`config.mk`:
```
export PLATFORM = sky130hd
export DESIGN_NAME = collision_monitor
export DESIGN_NICKNAME = d
export VERILOG_FILES = /design/src/rtl/collision_pkg.sv /design/src/rtl/frame_overlap_counter.sv /design/src/rtl/collision_monitor.sv
export SDC_FILE = /design/constraint.sdc
export NUM_CORES = 1
export LEC_CHECK = 0
export BUFFER_PORTS_ARGS = -buffer_cell sky130_fd_sc_hd__buf_2
export CAP_MARGIN = 20
export CORE_UTILIZATION = 35
export CTS_CLUSTER_SIZE = 24
export DETAILED_ROUTE_END_ITERATION = 8
export HOLD_SLACK_MARGIN = 0.02
export PLACE_DENSITY = 0.63
export SLEW_MARGIN = 20
export SYNTH_ARGS = -nofsm -noshare
export SYNTH_HDL_FRONTEND = slang
export SYNTH_SLANG_ARGS = --single-unit
```
`constraint.sdc`:
```
create_clock -name Clk -period 3.1 [get_ports Clk]
set_input_delay 0.775 -clock Clk [delete_from_list [all_inputs] [get_ports Clk]]
set_output_delay 0.775 -clock Clk [all_outputs]
set_load 0.005 [all_outputs]
```
`src/rtl/collision_pkg.sv`:
```
// Shared types and constants for the collision monitor (state encoding, death counter sizing).
package collision_pkg;

  typedef enum logic [1:0] {
    CM_ARMED    = 2'd0,
    CM_HIT_PEND = 2'd1,
    CM_GRACE    = 2'd2
  } cm_state_t;

  localparam int unsigned DEATH_CNT_W = 8;
  localparam logic [DEATH_CNT_W-1:0] DEATH_CNT_MAX = 8'hFF;
  localparam int unsigned STREAK_W = 4;

  function automatic logic [DEATH_CNT_W-1:0] death_cnt_inc(input logic [DEATH_CNT_W-1:0] v);
    return (v == DEATH_CNT_MAX) ? v : v + DEATH_CNT_W'(1);
  endfunction

endpackage

```
`src/rtl/frame_overlap_counter.sv`:
```
// Per-frame saturating overlap pixel counter; emits a hit pulse on frame_start when the
// frame just closed reached HIT_THRESH overlap pixels.
module frame_overlap_counter #(
  parameter int unsigned CNT_W      = 10,
  parameter int unsigned HIT_THRESH = 4
) (
  input  logic Clk,
  input  logic Reset,
  input  logic frame_start,
  input  logic pix_overlap,
  input  logic clr,
  output logic frame_hit_c
);

  localparam logic [CNT_W-1:0] CNT_MAX = '1;

  logic [CNT_W-1:0] cnt_q, cnt_d;

  // An overlap pixel coincident with frame_start belongs to the new frame.
  always_comb begin
    cnt_d = cnt_q;
    if (clr) begin
      cnt_d = '0;
    end else if (frame_start) begin
      cnt_d = pix_overlap ? CNT_W'(1) : '0;
    end else if (pix_overlap && (cnt_q != CNT_MAX)) begin
      cnt_d = cnt_q + CNT_W'(1);
    end
  end

  always_ff @(posedge Clk or posedge Reset) begin
    if (Reset) cnt_q <= '0;
    else       cnt_q <= cnt_d;
  end

  assign frame_hit_c = frame_start && (cnt_q >= CNT_W'(HIT_THRESH));

endmodule

```
`src/rtl/collision_monitor.sv`:
```
// Player/obstacle collision detector with per-frame debounce and dead/die_reset handshake.
// Optional post-death invulnerability window enabled by COLLISION_GRACE_EN.
module collision_monitor
  import collision_pkg::*;
#(
  parameter int unsigned CNT_W           = 10,
  parameter int unsigned HIT_THRESH      = 4,
  parameter int unsigned DEBOUNCE_FRAMES = 2,
  parameter int unsigned GRACE_FRAMES    = 60
) (
  input  logic                   Clk,
  input  logic                   Reset,
  input  logic                   frame_start,
  input  logic                   pixel_valid,
  input  logic                   is_player,
  input  logic                   is_obstacle,
  input  logic                   die_reset,
  output logic                   dead,
  output logic [DEATH_CNT_W-1:0] death_count,
  output logic                   invuln
);

  cm_state_t              state_q, state_d;
  logic [STREAK_W-1:0]    streak_q, streak_d;
  logic [DEATH_CNT_W-1:0] deaths_q, deaths_d;
  logic                   dead_q, dead_d;
  logic                   frame_hit_c;
  logic                   pix_overlap_c;
  logic                   ovl_clr_c;

  // Overlap only accumulates while armed; die_reset in ARMED restarts the frame count.
  assign pix_overlap_c = pixel_valid && is_player && is_obstacle && (state_q == CM_ARMED);
  assign ovl_clr_c     = (state_q != CM_ARMED) || die_reset;

  frame_overlap_counter #(
    .CNT_W      (CNT_W),
    .HIT_THRESH (HIT_THRESH)
  ) u_overlap (
    .Clk         (Clk),
    .Reset       (Reset),
    .frame_start (frame_start),
    .pix_overlap (pix_overlap_c),
    .clr         (ovl_clr_c),
    .frame_hit_c (frame_hit_c)
  );

`ifdef COLLISION_GRACE_EN
  localparam int unsigned GRACE_W = (GRACE_FRAMES < 2) ? 1 : $clog2(GRACE_FRAMES + 1);
  logic [GRACE_W-1:0] grace_q, grace_d;
  logic               invuln_q, invuln_d;
`else
  logic unused_grace;
  assign unused_grace = ^GRACE_FRAMES;
`endif

  always_comb begin
    state_d  = state_q;
    streak_d = streak_q;
    deaths_d = deaths_q;
`ifdef COLLISION_GRACE_EN
    grace_d  = grace_q;
`endif
    case (state_q)
      CM_ARMED: begin
        // A closing debounce frame wins over a simultaneous die_reset.
        if (frame_hit_c && ((streak_q + STREAK_W'(1)) == STREAK_W'(DEBOUNCE_FRAMES))) begin
          state_d  = CM_HIT_PEND;
          streak_d = '0;
        end else if (die_reset) begin
          streak_d = '0;
        end else if (frame_start) begin
          streak_d = frame_hit_c ? streak_q + STREAK_W'(1) : '0;
        end
      end
      CM_HIT_PEND: begin
        if (die_reset) begin
          deaths_d = death_cnt_inc(deaths_q);
`ifdef COLLISION_GRACE_EN
          state_d  = CM_GRACE;
          grace_d  = GRACE_W'(GRACE_FRAMES);
`else
          state_d  = CM_ARMED;
`endif
        end
      end
      CM_GRACE: begin
`ifdef COLLISION_GRACE_EN
        if (frame_start) begin
          if (grace_q <= GRACE_W'(1)) begin
            state_d = CM_ARMED;
            grace_d = '0;
          end else begin
            grace_d = grace_q - GRACE_W'(1);
          end
        end
`else
        state_d = CM_ARMED;
`endif
      end
      default: state_d = CM_ARMED;
    endcase
    dead_d = (state_d == CM_HIT_PEND);
`ifdef COLLISION_GRACE_EN
    invuln_d = (state_d == CM_GRACE);
`endif
  end

  always_ff @(posedge Clk or posedge Reset) begin
    if (Reset) begin
      state_q  <= CM_ARMED;
      streak_q <= '0;
      deaths_q <= '0;
      dead_q   <= 1'b0;
`ifdef COLLISION_GRACE_EN
      grace_q  <= '0;
      invuln_q <= 1'b0;
`endif
    end else begin
      state_q  <= state_d;
      streak_q <= streak_d;
      deaths_q <= deaths_d;
      dead_q   <= dead_d;
`ifdef COLLISION_GRACE_EN
      grace_q  <= grace_d;
      invuln_q <= invuln_d;
`endif
    end
  end

  assign dead        = dead_q;
  assign death_count = deaths_q;
`ifdef COLLISION_GRACE_EN
  assign invuln      = invuln_q;
`else
  assign invuln      = 1'b0;
`endif

endmodule

```
# ---- Word level (Yosys, flattened, before mapping)
# Index checks and enable logic that the tools add are counted.
dict set report word_totals {
  reg_bits 25
  word_cells 39
  input_bits 7
  out_inout_bits 10
}
dict set report classes {
  n_addsub 3
  n_eq_ne 5
  n_reduce_logical 13
  n_bitwise 1
  muxes 11
  order_cmp 1
}
# operator n
set ops {}
lappend ops {{$mux W10} 3}
lappend ops {{$mux W4} 4}
lappend ops {{$add A10 B1 Y10 const B} 1}
lappend ops {{$ge A10 B3 Y1 const B} 1}
lappend ops {{$ne A10 B10 Y1 const B} 1}
lappend ops {{$add A8 B1 Y8 const B} 1}
lappend ops {{$eq A8 B8 Y1 const B} 1}
lappend ops {{$logic_and A1 B1 Y1} 6}
lappend ops {{$reduce_bool A3 Y1} 2}
lappend ops {{$add A4 B1 Y4 const B} 1}
lappend ops {{$eq A2 B1 Y1 const B} 2}
lappend ops {{$eq A4 B2 Y1 const B} 1}
lappend ops {{$mux W2} 2}
lappend ops {{$pmux W2 S2} 1}
lappend ops {{$reduce_and A3 Y1} 1}
lappend ops {{$logic_not A2 Y1} 1}
lappend ops {{$reduce_and A2 Y1} 1}
lappend ops {{$reduce_bool A2 Y1} 1}
lappend ops {{$logic_or A1 B1 Y1} 1}
lappend ops {{$mux W1} 1}
lappend ops {{$not A1 Y1} 1}

# ---- Depth between registers and ports, before layout
# Gate-level depths: netlist (run 1).
dict set report depth {
  ltp_word 7
  ltp_mapped 5
  mapped_depth_nobuf 5
}

# ---- Hierarchy
# From an unflattened synthesis (run 1), not the netlist that was laid out.
dict set report unflattened {
  hier_cells 136
  area_unflattened_um2 1390.1
}
# module area_each_um2 cells_per_inst seq_area_each_um2 n_inst
set by_module_without_submodules {}
lappend by_module_without_submodules {collision_monitor 772.0 71 375.4 1}
lappend by_module_without_submodules {frame_overlap_counter 618.1 65 250.2 1}

# ---- Worst setup path after synthesis (run 1)
# OpenSTA, ideal clock, no wires.
dict set report synth_path {
  kind {input to register}
  start {input port die_reset}
  end {register u_overlap.cnt_q[7]}
  cell_stages 3
  arrival_time_ps 1746
  required_time_ps 2990
  path_slack_ps 1244
  setup_ps 110
  path_buffers 1
  cell_sequence {or4_1 clkbuf_1 o41ai_1}
}
dict set report synth_via {
  elab_chain_cells 2
  elab_cells_between_ends 3
  cone_classes {mux (1); reduce/logical (2)}
}
# element line
set synth_lines {}
lappend synth_lines {{start, declared} collision_monitor.sv:17} ;# input logic die_reset,
lappend synth_lines {{$logic_or A1 B1 Y1 (*)} collision_monitor.sv:33} ;# assign ovl_clr_c = (state_q != CM_ARMED) || die_reset;
lappend synth_lines {{$reduce_bool A3 Y1 (no source line) or $mux W10 (tied branches)} -}
lappend synth_lines {{end signal, assigned} frame_overlap_counter.sv:33} ;# else cnt_q <= cnt_d;
lappend synth_lines {{end, declared} frame_overlap_counter.sv:17} ;# logic [CNT_W-1:0] cnt_q, cnt_d;
# Mark *: on every way between the ends. The rest lies on a longest branch, timed or not.
# A chain may end at the register's enable or synchronous reset.

# ---- Final worst setup path (run 1)
# Ends and elaborated chain as after synthesis.

==> results of run 1 <==
## power groups by stage
| stage | combinational (mW) | sequential [mW] | clock (mW) |
|---|---|---|---|
| global placement | 0.0217 | 0.335 | 0 |
| finish | 0.0221 | 0.328 | 0.196 |
| global route | 0.0256 | 0.328 | 0.214 |
| detailed placement | 0.0224 | 0.335 | 0 |
| CTS | 0.0225 | 0.328 | 0.203 |
| floorplan | 0.0136 | 0.334 | 0 |
## Yosys cell counts (2+ instances only)
cell type / count / area (um2)
sky130_fd_sc_hd__or4_1: 5 / 37.5
sky130_fd_sc_hd__nor2_1: 5 / 18.8
sky130_fd_sc_hd__nand2_1: 14 / 52.6
sky130_fd_sc_hd__inv_1: 8 / 30.0
sky130_fd_sc_hd__dfrtp_1: 25 / 626
sky130_fd_sc_hd__o211ai_1: 2 / 15.0
sky130_fd_sc_hd__xor2_1: 3 / 26.3
sky130_fd_sc_hd__xnor2_1: 4 / 35.0
sky130_fd_sc_hd__and4_1: 3 / 26.3
sky130_fd_sc_hd__a21oi_1: 6 / 30.0
sky130_fd_sc_hd__nor4_1: 3 / 18.8
sky130_fd_sc_hd__nand3_1: 7 / 35.0
sky130_fd_sc_hd__a211oi_1: 2 / 15.0
sky130_fd_sc_hd__a41o_1: 3 / 30.0
sky130_fd_sc_hd__nor3_1: 4 / 20.0
sky130_fd_sc_hd__ha_1: 5 / 62.6
sky130_fd_sc_hd__o31ai_1: 7 / 52.6
sky130_fd_sc_hd__o21ai_0: 5 / 25.0
## cells by family (layout without fill, tap and decap cells)
family / after synthesis / after routing
other: 1 / 2
multiplexers: 1 / 1
AO/OA/AOI/OAI: 36 / 36
flip-flops: 25 / 25
XOR/XNOR: 7 / 7
adder cells (fa/ha/maj): 5 / 5
AND/OR/NAND/NOR: 52 / 52
buffers and inverters: 10 / 27
## metal layers
layer / up-vias / wire length [um]
li1: 554 / -
met1: 569 / 1410
met2: 30 / 1280
met3: 2 / 118
met4: 0 / 12
met5: - / 0
## flip-flops by register name (all words and copies together) (netlist names)
signal           cells
dead                 1
streak_q             4
state_q              2
death_count          8
u_overlap.cnt_q     10
## final timing paths
kind / endpoint / slack (ps) / cells past startpoint
min in group asynchronous: streak_q[3] / 570 / 2
max in group asynchronous: death_count[3] / 2110 / 2
setup / recovery: u_overlap.cnt_q[7] / 1220 / 4
hold reg to reg: death_count[5] / 500 / 1
hold / removal: death_count[5] / 500 / 1
setup reg to reg: state_q[0] / 1330 / 5
## through the flow
| step | power [mW] | hold WS (ps) |
|---|---|---|
| after floorplan | 0.348 | 478 |
| after global placement | 0.356 | 468 |
| after detailed placement | 0.357 | 485 |
| after CTS | 0.553 | 502 |
| after global routing | 0.568 | 516 |
| final | 0.546 | 497 |
## final cells by class
cell class                      instances  area, um2  share of cell area (%)
Multi-Input combinational cell        103        728                    46.5
Sequential cell                        25        626                    40.0
Timing Repair Buffer                   15       75.1                    4.80
Tap cell                               48       60.1                    3.84
Clock buffer                            3       41.3                    2.64
Inverter                                8       30.0                    1.92
Clock inverter                          1       5.00                   0.320
## critical path, stage by stage
cell                       delay [ps]
sky130_fd_sc_hd__buf_2            130
sky130_fd_sc_hd__nor4_1           720
sky130_fd_sc_hd__o311ai_0         300
sky130_fd_sc_hd__o41ai_1          120
==> key figures, run 1 <==
Layout
  – Layout cells sized above 1: 16.8%
  – Antenna Cells: 0
  – Most common cell after layout, fill and taps aside: sky130_fd_sc_hd__dfrtp_1
  – Top library cells by usage in the layout, fill and taps aside: sky130_fd_sc_hd__dfrtp_1 (25), sky130_fd_sc_hd__buf_2 (15), sky130_fd_sc_hd__nand2_1 (14)
  – P&R area growth vs syn: 12.5%
  – Final standard cell count with taps included and fillers excluded: 203
  – Post-layout utilization of the core: 41.8%
  – Design Area, Final: 1570 um2
  – Filler cells: 385
  – Final net count: 168

Setup path
  – CP arrival: 2040 ps
  – Timing startpoint of the critical path: die_reset
  – Type of element capturing the critical path: flip-flop
  – Category of the worst setup path launch point: input port
  – CP required: 3270 ps
  – Crit path max fanout: 7
  – RR Startpoint: streak_q[0]
  – WS Path Type: input port to flip-flop

Synth
  – Average size of a mapped cell: 10.2 um2
  – Synth Instances: 137
  – Combined area of all synthesized cells: 1390 um2
  – Share of the yosys chip area belonging to registers: 45.0%
  – Most used DFF post-synth: sky130_fd_sc_hd__dfrtp_1
  – Yosys cell types: 44
  – Post-Synth Adder-Cell Area: 4.50%
  – Parity-gate share of the synthesized area counting xor and xnor cells: 4.41%
  – Combinational family with the most area after synthesis: simple AND/OR/NAND/NOR gates
  – Total of flip-flops plus latches after synthesis: 25
  – Post-synth EDFFs: 0
  – Async set-or-reset flop fraction in the synthesized netlist: 100%
  – Simple logic cell fraction of the synthesized area: 22.8%
  – Number of warnings reported in the yosys synthesis log: 0
  – Fraction of the mapped netlist area in compound gates: 19.3%
  – Portion of netlist area occupied by mux cells: 0.809%

Timing
  – Worst slew pin tran: 892 ps
  – RSZ-0062 raised after global routing: no
  – Setup violators final: 0
  – Final period util: 60.6%
  – Achievable clock frequency: 533 MHz
  – Shortest clock period the worst path allows after layout: 1880 ps
  – Hold Vio Cnt, Final: 0
  – Worst relative slew slack: 40.2%
  – Setup WS post-layout: 1220 ps
  – Post-Route Setup TNS: 0 ps
  – Worst-case clock skew: 3.65 ps
  – Number of max-slew violations in the final report: 0

Global route
  – Met3 capacity usage during global routing: 4.23%
  – Number of global-route vias before repair: 1051
  – Initial antenna violation count: 0
  – First-pass GRT wire length: 4880 um
  – Pin count of the biggest net entering global routing: 26
  – Aggregate global routing overflow: 0
  – Global routing's busiest layer: met2
  – Global Route met1 Usage: 20.4%
  – Met2 Resource Use GR: 23.3%
  – Total routing resource utilization after global routing: 14.8%

Detailed routing
  – Total detailed-routing wirelength: 2820 um
  – # DRC: 0
  – DRC marker count from the first detailed-route iteration: 79
  – First-pass DRT Iterations: 5
  – Vias per Instance: 5.69
  – Via count: 1155
  – Routed WL per cell: 13.9 um
  – Remaining number of nets flagged by the antenna check after routing: 0

Power
  – Worst IR drop on VDD: 0.234 mV
  – Part of the total power dissipated in sequential elements: 60.1%
  – Power spent charging and discharging nets: 123 uW
  – Int Power: 423 uW
  – Power share of the combinational group: 4.0%
  – Leakage power: 0.708 nW
  – Power density over the cells: 349 nW/um2
  – Fraction of power consumed by the clock network: 35.8%
  – Sw Ratio: 22.6%

CTS
  – H-Tree Level Count: 1
  – Worst-path clk slew: 90 ps
  – Clk sink count: 25
  – Max clock buf depth: 2
  – TritonCTS Buffers: 3
  – Hold_buf cts: 0
  – Clock tree root buffer cell: sky130_fd_sc_hd__clkbuf_8
  – TritonCTS clock tree: built
  – Post-CTS setup buffer count: 0
  – Clk_lat worst skew: 270 ps
  – Resized Gates After CTS: 0

Placement
  – Port-buffer cells: 15
  – Cell area after placement: 1520 um2
  – Dpl ws: 987 ps
  – Gpl congestion: 0.767
  – DPL Wire Length: 2050 um
  – # placed instances: 199

Floorplanning
  – Core Footprint: 3740 um2
  – Site Rows: 22
  – Chip Width: 65.1 um
  – DIE AREA: 4230 um2
  – I/O Pins: 17
  – Initial core utilization: 37.2%
  – Die Y: 65.1 um

Status
  – Run status: finished clean

Hold path
  – Worst min-delay path category: flip-flop to flip-flop
  – Startpoint of the lowest-slack hold path: death_count[5]

Job
  – Max-capacitance violation count: 0
Note: power is estimated with default switching activity, not from simulation.
==> run 2: changes to the inputs <==
--- a/config.mk
+++ b/config.mk
@@ -5,13 +5,14 @@
 export SDC_FILE = /design/constraint.sdc
 export NUM_CORES = 1
 export LEC_CHECK = 0
+export ABC_AREA = 1
 export BUFFER_PORTS_ARGS = -buffer_cell sky130_fd_sc_hd__buf_2
 export CAP_MARGIN = 20
 export CORE_UTILIZATION = 35
 export CTS_CLUSTER_SIZE = 24
 export DETAILED_ROUTE_END_ITERATION = 8
 export HOLD_SLACK_MARGIN = 0.02
-export PLACE_DENSITY = 0.63
+export PLACE_DENSITY = 0.64
 export SLEW_MARGIN = 20
 export SYNTH_ARGS = -nofsm -noshare
 export SYNTH_HDL_FRONTEND = slang
==> constraint.sdc (replaced) <==
create_clock -name Clk -period 1.6 [get_ports Clk]
set_input_delay 0.4 -clock Clk [delete_from_list [all_inputs] [get_ports Clk]]
set_output_delay 0.4 -clock Clk [all_outputs]
set_load 0.005 [all_outputs]
==> run 2 against run 1 <==
Compared with the run above:
- sequential power up 99%
- largest cell class unchanged
- routed wire length down 2.0%
- critical endpoint is now u_overlap.cnt_q[4]
- cell area up 8.2%
- largest power group unchanged
- synthesized cell count up 39%
- area after synthesis grew 6.9%
==> key figures, run 2 <==
Synth
  – Share of the yosys chip area belonging to registers: 42.1%
  – Number of warnings reported in the yosys synthesis log: 0
  – Yosys cell types: 29
  – Most instantiated library cell after synthesis: sky130_fd_sc_hd__nand2_1
  – Async set-or-reset flop fraction in the synthesized netlist: 100%
  – Post-synth EDFFs: 0
  – Leading cell types by total area after synthesis: sky130_fd_sc_hd__dfrtp_1 (42%), sky130_fd_sc_hd__nand2_1 (12%), sky130_fd_sc_hd__inv_1 (6.1%)
  – Area share of the largest cell type after synthesis: 42.1%
  – Total of flip-flops plus latches after synthesis: 25
  – Cell accounting for the most synthesized area: sky130_fd_sc_hd__dfrtp_1
  – Combined area of all synthesized cells: 1490 um2
  – Most used DFF post-synth: sky130_fd_sc_hd__dfrtp_1
  – Average size of a mapped cell: 7.83 um2
  – Synth Instances: 190
  – Commonest cells in the netlist: sky130_fd_sc_hd__nand2_1 (46), sky130_fd_sc_hd__dfrtp_1 (25), sky130_fd_sc_hd__inv_1 (24)

Timing
  – Achievable clock frequency: 683 MHz
  – Final period util: 91.4%
  – Worst-case clock skew: 4.59 ps
  – Setup violators final: 0
  – Hold Vio Cnt, Final: 0
  – Shortest clock period the worst path allows after layout: 1460 ps
  – Post-Route Setup TNS: 0 ps
  – Number of max-slew violations in the final report: 0
  – Min Hold Slack: 161 ps

Layout
  – Most common cell after layout, fill and taps aside: sky130_fd_sc_hd__nand2_1
  – Final net count: 225
  – Layout cells sized above 1: 23.1%
  – Antenna Cells: 0
  – Post-layout utilization of the core: 42.0%
  – P&R area growth vs syn: 13.9%
  – Largest register by flop count: u_overlap.cnt_q
  – Top library cells by usage in the layout, fill and taps aside: sky130_fd_sc_hd__nand2_1 (45), sky130_fd_sc_hd__dfrtp_1 (25), sky130_fd_sc_hd__inv_1 (24)
  – Max FFs per register: 10

CTS
  – Clk_lat worst skew: 270 ps
  – TritonCTS clock tree: built
  – TritonCTS Buffers: 3
  – Max clock buf depth: 2
  – Clock tree root buffer cell: sky130_fd_sc_hd__clkbuf_8
  – Worst-path clk slew: 90 ps
  – H-Tree Level Count: 1
  – Hold_buf cts: 0
  – Clk sink count: 25

Floorplanning
  – Initial core utilization: 36.9%
  – Chip Width: 67.2 um
  – Site Rows: 23
  – Core Footprint: 4030 um2
  – I/O Pins: 17
  – Die Y: 67.2 um
  – DIE AREA: 4520 um2

Setup path
  – WS Path Type: flip-flop to flip-flop
  – Critical Path Max Stage Delay: 410 ps
  – Critical Path Slowest Stage Cell: sky130_fd_sc_hd__dfrtp_1
  – Critical path cell sequence: ha_2, nand2_2, nor2_4, nand3_2, nand2_4, inv_2, nand2_1, nand2_1, nand2_1, nor2_1
  – CP required: 1770 ps
  – CP arrival: 1630 ps
  – Most common cell type on the critical path: sky130_fd_sc_hd__nand2_1
  – Crit path max fanout: 6
  – RR Startpoint: u_overlap.cnt_q[0]
  – Category of the worst setup path launch point: flip-flop
  – Timing startpoint of the critical path: u_overlap.cnt_q[0]
  – Type of element capturing the critical path: flip-flop

Detailed routing
  – Vias per Instance: 4.54
  – # DRC: 0
  – DRC marker count from the first detailed-route iteration: 48
  – Routed WL per cell: 10.6 um
  – Remaining number of nets flagged by the antenna check after routing: 0
  – Via count: 1190
  – Total detailed-routing wirelength: 2770 um
  – First-pass DRT Iterations: 4

Global route
  – Total routing resource utilization after global routing: 14.5%
  – Number of global-route vias before repair: 1110
  – First-pass GRT wire length: 4890 um
  – Pin count of the biggest net entering global routing: 26
  – Initial antenna violation count: 0
  – Aggregate global routing overflow: 0

Hold path
  – Worst min-delay path category: input port to async pin

Placement
  – Port-buffer cells: 15
  – Gpl congestion: 0.829
  – DPL Wire Length: 2130 um

Power
  – Worst IR drop on VDD: 0.444 mV
  – Power density over the cells: 665 nW/um2
  – Final total power: 1.13 mW
  – Leakage power: 0.805 nW

Status
  – Run status: finished clean

Job
  – Max-capacitance violation count: 0
## run 2: changes by cell type in the layout (fill, tap and decap cells not counted), sizes merged, moves of 7 or more
cell,previous run,this run
nand3,7,16
inv,7,30
nor2,5,26
nand2,15,51
o21ai,5,12
## run 2: final cells by class
| type | count | area, um2 |
|---|---|---|
| repair buffers | 19 | 105 |
| clock inverters | 1 | 7.51 |
| clock buffers | 3 | 41.3 |
| multi-input cells | 134 | 739 |
| inverters | 30 | 113 |
| flip-flops and latches | 25 | 626 |
| well taps | 50 | 62.6 |
| fillers | 427 | 2330 |
## run 2: repair_timing
action | in CTS | in global routing
hold endpoints to repair | 0 | 0
gates resized for setup | 0 | 2
buffers inserted | 0 | 3
setup endpoints to repair | 0 | 3
## run 2: report_power, final
part / total, mW / leakage, nW / internal, mW / switching (mW)
Sequential: 0.653 / 0.329 / 0.642 / 0.0115
Clock: 0.388 / 0.0217 / 0.177 / 0.211
Combinational: 0.0858 / 0.455 / 0.0310 / 0.0548
Total: 1.13 / 0.805 / 0.849 / 0.277
## run 2: per-layer routing
metal / share of wire (%) / GRT usage, %
met3: 3.6 / 4.39
met1: 51 / 19.2
met5: 0 / 0
met2: 45 / 23.1
met4: 0.80 / 3.19
## run 2: worst max-delay path, delay by kind of cell (launching register included)
family	cells	cell delay, ps
buf+inv	1	80
flops	1	410
simple gates	8	660
fa+ha+maj	1	210
## run 2: logic make-up after synthesis
kind of cell | count (synthesis) | share of synthesized area, %
AO/OA/AOI/OAI | 19 | 8.58
other | 1 | 0.252
flip-flops | 25 | 42.1
adder cells (fa/ha/maj) | 5 | 4.21
buffers and inverters | 32 | 8.83
XOR/XNOR | 6 | 3.53
AND/OR/NAND/NOR | 102 | 32.5
## run 2: path summary, 6_finish.rpt
path                                      endpoint  slack (ps)  cells after the start
max in group asynchronous       u_overlap.cnt_q[7]        1190                      3
worst min register to register         streak_q[3]         520                      2
worst max register to register  u_overlap.cnt_q[4]         140                     10
worst min-delay path                death_count[0]         160                      3
worst max-delay path            u_overlap.cnt_q[4]         140                     10
min in group Clk                        state_q[0]         380                      2
## run 2: through the flow
step / std cells / setup slack [ps] / area, um2
3_3_place_gp: 255 / 136 / 1620
6_report: 262 / 137 / 1690
2_1_floorplan: 191 / 288 / 1490
3_5_place_dp: 255 / 130 / 1620
5_1_grt: 262 / -11.9 / 1690
4_1_cts: 259 / 122 / 1670
==> run 3: changes to the inputs <==
--- a/config.mk
+++ b/config.mk
@@ -13,7 +13,7 @@
 export DETAILED_ROUTE_END_ITERATION = 8
 export HOLD_SLACK_MARGIN = 0.02
 export PLACE_DENSITY = 0.64
-export SLEW_MARGIN = 20
+export RECOVER_POWER = 50
 export SYNTH_ARGS = -nofsm -noshare
 export SYNTH_HDL_FRONTEND = slang
 export SYNTH_SLANG_ARGS = --single-unit
==> constraint.sdc (replaced) <==
create_clock -name Clk -period 1.6 [get_ports Clk]
set_input_delay 0.32 -clock Clk [delete_from_list [all_inputs] [get_ports Clk]]
set_output_delay 0.32 -clock Clk [all_outputs]
set_load 0.005 [all_outputs]
==> run 3 against run 2 <==
Compared with the run above:
- non-clock buffer count unchanged
- die area unchanged
- fmax about the same
- via count about the same
- critical path depth unchanged
- count of clock-buffer cells in the layout unchanged
- register-to-register slack about the same
- cell count unchanged
- first-iteration DRC count unchanged
- sequential power about the same
- clock power about the same
==> key figures, run 3 (synthesis gave the netlist of run 2 again) <==
Placement
  – Dpl ws: 130 ps
  – Cell area after placement: 1620 um2
  – DPL Wire Length: 2130 um
  – Port-buffer cells: 15
  – # placed instances: 255
  – Gpl congestion: 0.829

CTS
  – Clock tree root buffer cell: sky130_fd_sc_hd__clkbuf_8
  – H-Tree Level Count: 1
  – Clk_lat worst skew: 270 ps
  – TritonCTS clock tree: built
  – Hold_buf cts: 0
  – TritonCTS Buffers: 3
  – Clk sink count: 25
  – Max clock buf depth: 2
  – Worst-path clk slew: 90 ps

Power
  – Part of the total power dissipated in sequential elements: 58.0%
  – Worst IR drop on VDD: 0.444 mV
  – Final total power: 1.13 mW
  – Leakage power: 0.799 nW
  – Fraction of power consumed by the clock network: 34.5%
  – Int Power: 848 uW
  – Power spent charging and discharging nets: 277 uW
  – Sw Ratio: 24.6%
  – Power share of the combinational group: 7.5%
  – Power density over the cells: 666 nW/um2

Detailed routing
  – Via count: 1191
  – DRC marker count from the first detailed-route iteration: 48
  – Vias per Instance: 4.55
  – First-pass DRT Iterations: 4
  – Total detailed-routing wirelength: 2770 um
  – # DRC: 0
  – Routed WL per cell: 10.6 um
  – Remaining number of nets flagged by the antenna check after routing: 0

Job
  – Max-capacitance violation count: 0

Setup path
  – Timing startpoint of the critical path: u_overlap.cnt_q[0]
  – RR Startpoint: u_overlap.cnt_q[0]
  – Crit path max fanout: 6
  – Category of the worst setup path launch point: flip-flop
  – Capturing instance or port of the critical path: u_overlap.cnt_q[4]
  – Type of element capturing the critical path: flip-flop
  – CP arrival: 1630 ps
  – RR Endpoint: u_overlap.cnt_q[4]
  – Worst R2R Setup Slack: 140 ps
  – R2r worst-path depth: 10
  – CP required: 1770 ps
  – WS Path Type: flip-flop to flip-flop

Timing
  – Shortest clock period the worst path allows after layout: 1460 ps
  – Worst relative slew slack: 58.0%
  – Hold Vio Cnt, Final: 0
  – Worst-case clock skew: 4.62 ps
  – Setup WS post-layout: 137 ps
  – Achievable clock frequency: 684 MHz
  – Setup violators final: 0
  – Post-Route Setup TNS: 0 ps
  – Worst slew pin tran: 630 ps
  – Number of max-slew violations in the final report: 0
  – Final period util: 91.4%
  – Min Hold Slack: 191 ps

Layout
  – Antenna Cells: 0
  – Final standard cell count with taps included and fillers excluded: 262
  – Final net count: 225
  – Most common cell after layout, fill and taps aside: sky130_fd_sc_hd__nand2_1
  – Layout cells sized above 1: 22.2%
  – P&R area growth vs syn: 13.5%
  – Top library cells by usage in the layout, fill and taps aside: sky130_fd_sc_hd__nand2_1 (45), sky130_fd_sc_hd__dfrtp_1 (25), sky130_fd_sc_hd__inv_1 (24)
  – Post-layout utilization of the core: 41.9%
  – Design Area, Final: 1690 um2
  – Max FFs per register: 10
  – Largest register by flop count: u_overlap.cnt_q

Global route
  – Number of global-route vias before repair: 1110
  – Total routing resource utilization after global routing: 14.5%
  – Pin count of the biggest net entering global routing: 26
  – First-pass GRT wire length: 4890 um
  – Initial antenna violation count: 0
  – Aggregate global routing overflow: 0

Floorplanning
  – Chip Width: 67.2 um
  – Core Footprint: 4030 um2
  – Initial core utilization: 36.9%
  – Die Y: 67.2 um
  – Site Rows: 23
  – I/O Pins: 17
  – DIE AREA: 4520 um2

Status
  – Run status: finished clean

Hold path
  – Worst min-delay path category: input port to async pin
==> run 3: cell types whose count changed in the layout (fill, tap and decap cells not counted), sizes merged <==
cell / before / now
buf: 19 / 16
clkbuf: 3 / 6
==> run 3: metal layers <==
metal / routed length, um / vias to the layer above / GRT usage (%)
li1: - / 635 / -
met1: 1400 / 538 / 19.2
met2: 1240 / 16 / 23.1
met3: 103 / 2 / 4.39
met4: 22 / 0 / 3.19
met5: 0 / - / 0
==> run 3: repair_timing <==
| item | in CTS | in global routing |
|---|---|---|
| setup buffers | 0 | 3 |
| setup endpoints to repair | 0 | 3 |
| gates resized for setup | 0 | 2 |
==> run 3: power by group through the flow <==
stage          Sequential [mW]  Combinational, mW  Clock [mW]
5_1_grt                  0.655             0.0977       0.433
6_report                 0.653             0.0845       0.388
3_3_place_gp             0.665             0.0875           0
2_1_floorplan            0.664             0.0570           0
4_1_cts                  0.653             0.0879       0.401
3_5_place_dp             0.665             0.0879           0
==> run 3: area by class of cell <==
type / instances / area [um2]
Fill cell: 428 / 2340
Multi-Input combinational cell: 134 / 739
Sequential cell: 25 / 626
Inverter: 30 / 113
Timing Repair Buffer: 19 / 100
Tap cell: 50 / 62.6
Clock buffer: 3 / 41.3
Clock inverter: 1 / 7.51
==> run 3: how the worst min path moves through the flow <==
stage | startpoint | to | slack, ps | cells past startpoint
floorplan | Reset | dead | 350 | 1
CTS | Reset | death_count[1] | 100 | 3
global placement | Reset | death_count[0] | 400 | 3
finish | Reset | death_count[0] | 190 | 3
detailed placement | Reset | death_count[1] | 400 | 3
global route | Reset | death_count[1] | 250 | 3
==> run 3: critical path, stage by stage, from the launching register on <==
cell and delay (ps):
sky130_fd_sc_hd__dfrtp_1 410, sky130_fd_sc_hd__ha_2 210, sky130_fd_sc_hd__nand2_2 80, sky130_fd_sc_hd__nor2_4 150, sky130_fd_sc_hd__nand3_2 110, sky130_fd_sc_hd__nand2_4 120
sky130_fd_sc_hd__inv_2 80, sky130_fd_sc_hd__nand2_1 60, sky130_fd_sc_hd__nand2_1 40, sky130_fd_sc_hd__nand2_1 60, sky130_fd_sc_hd__nor2_1 40
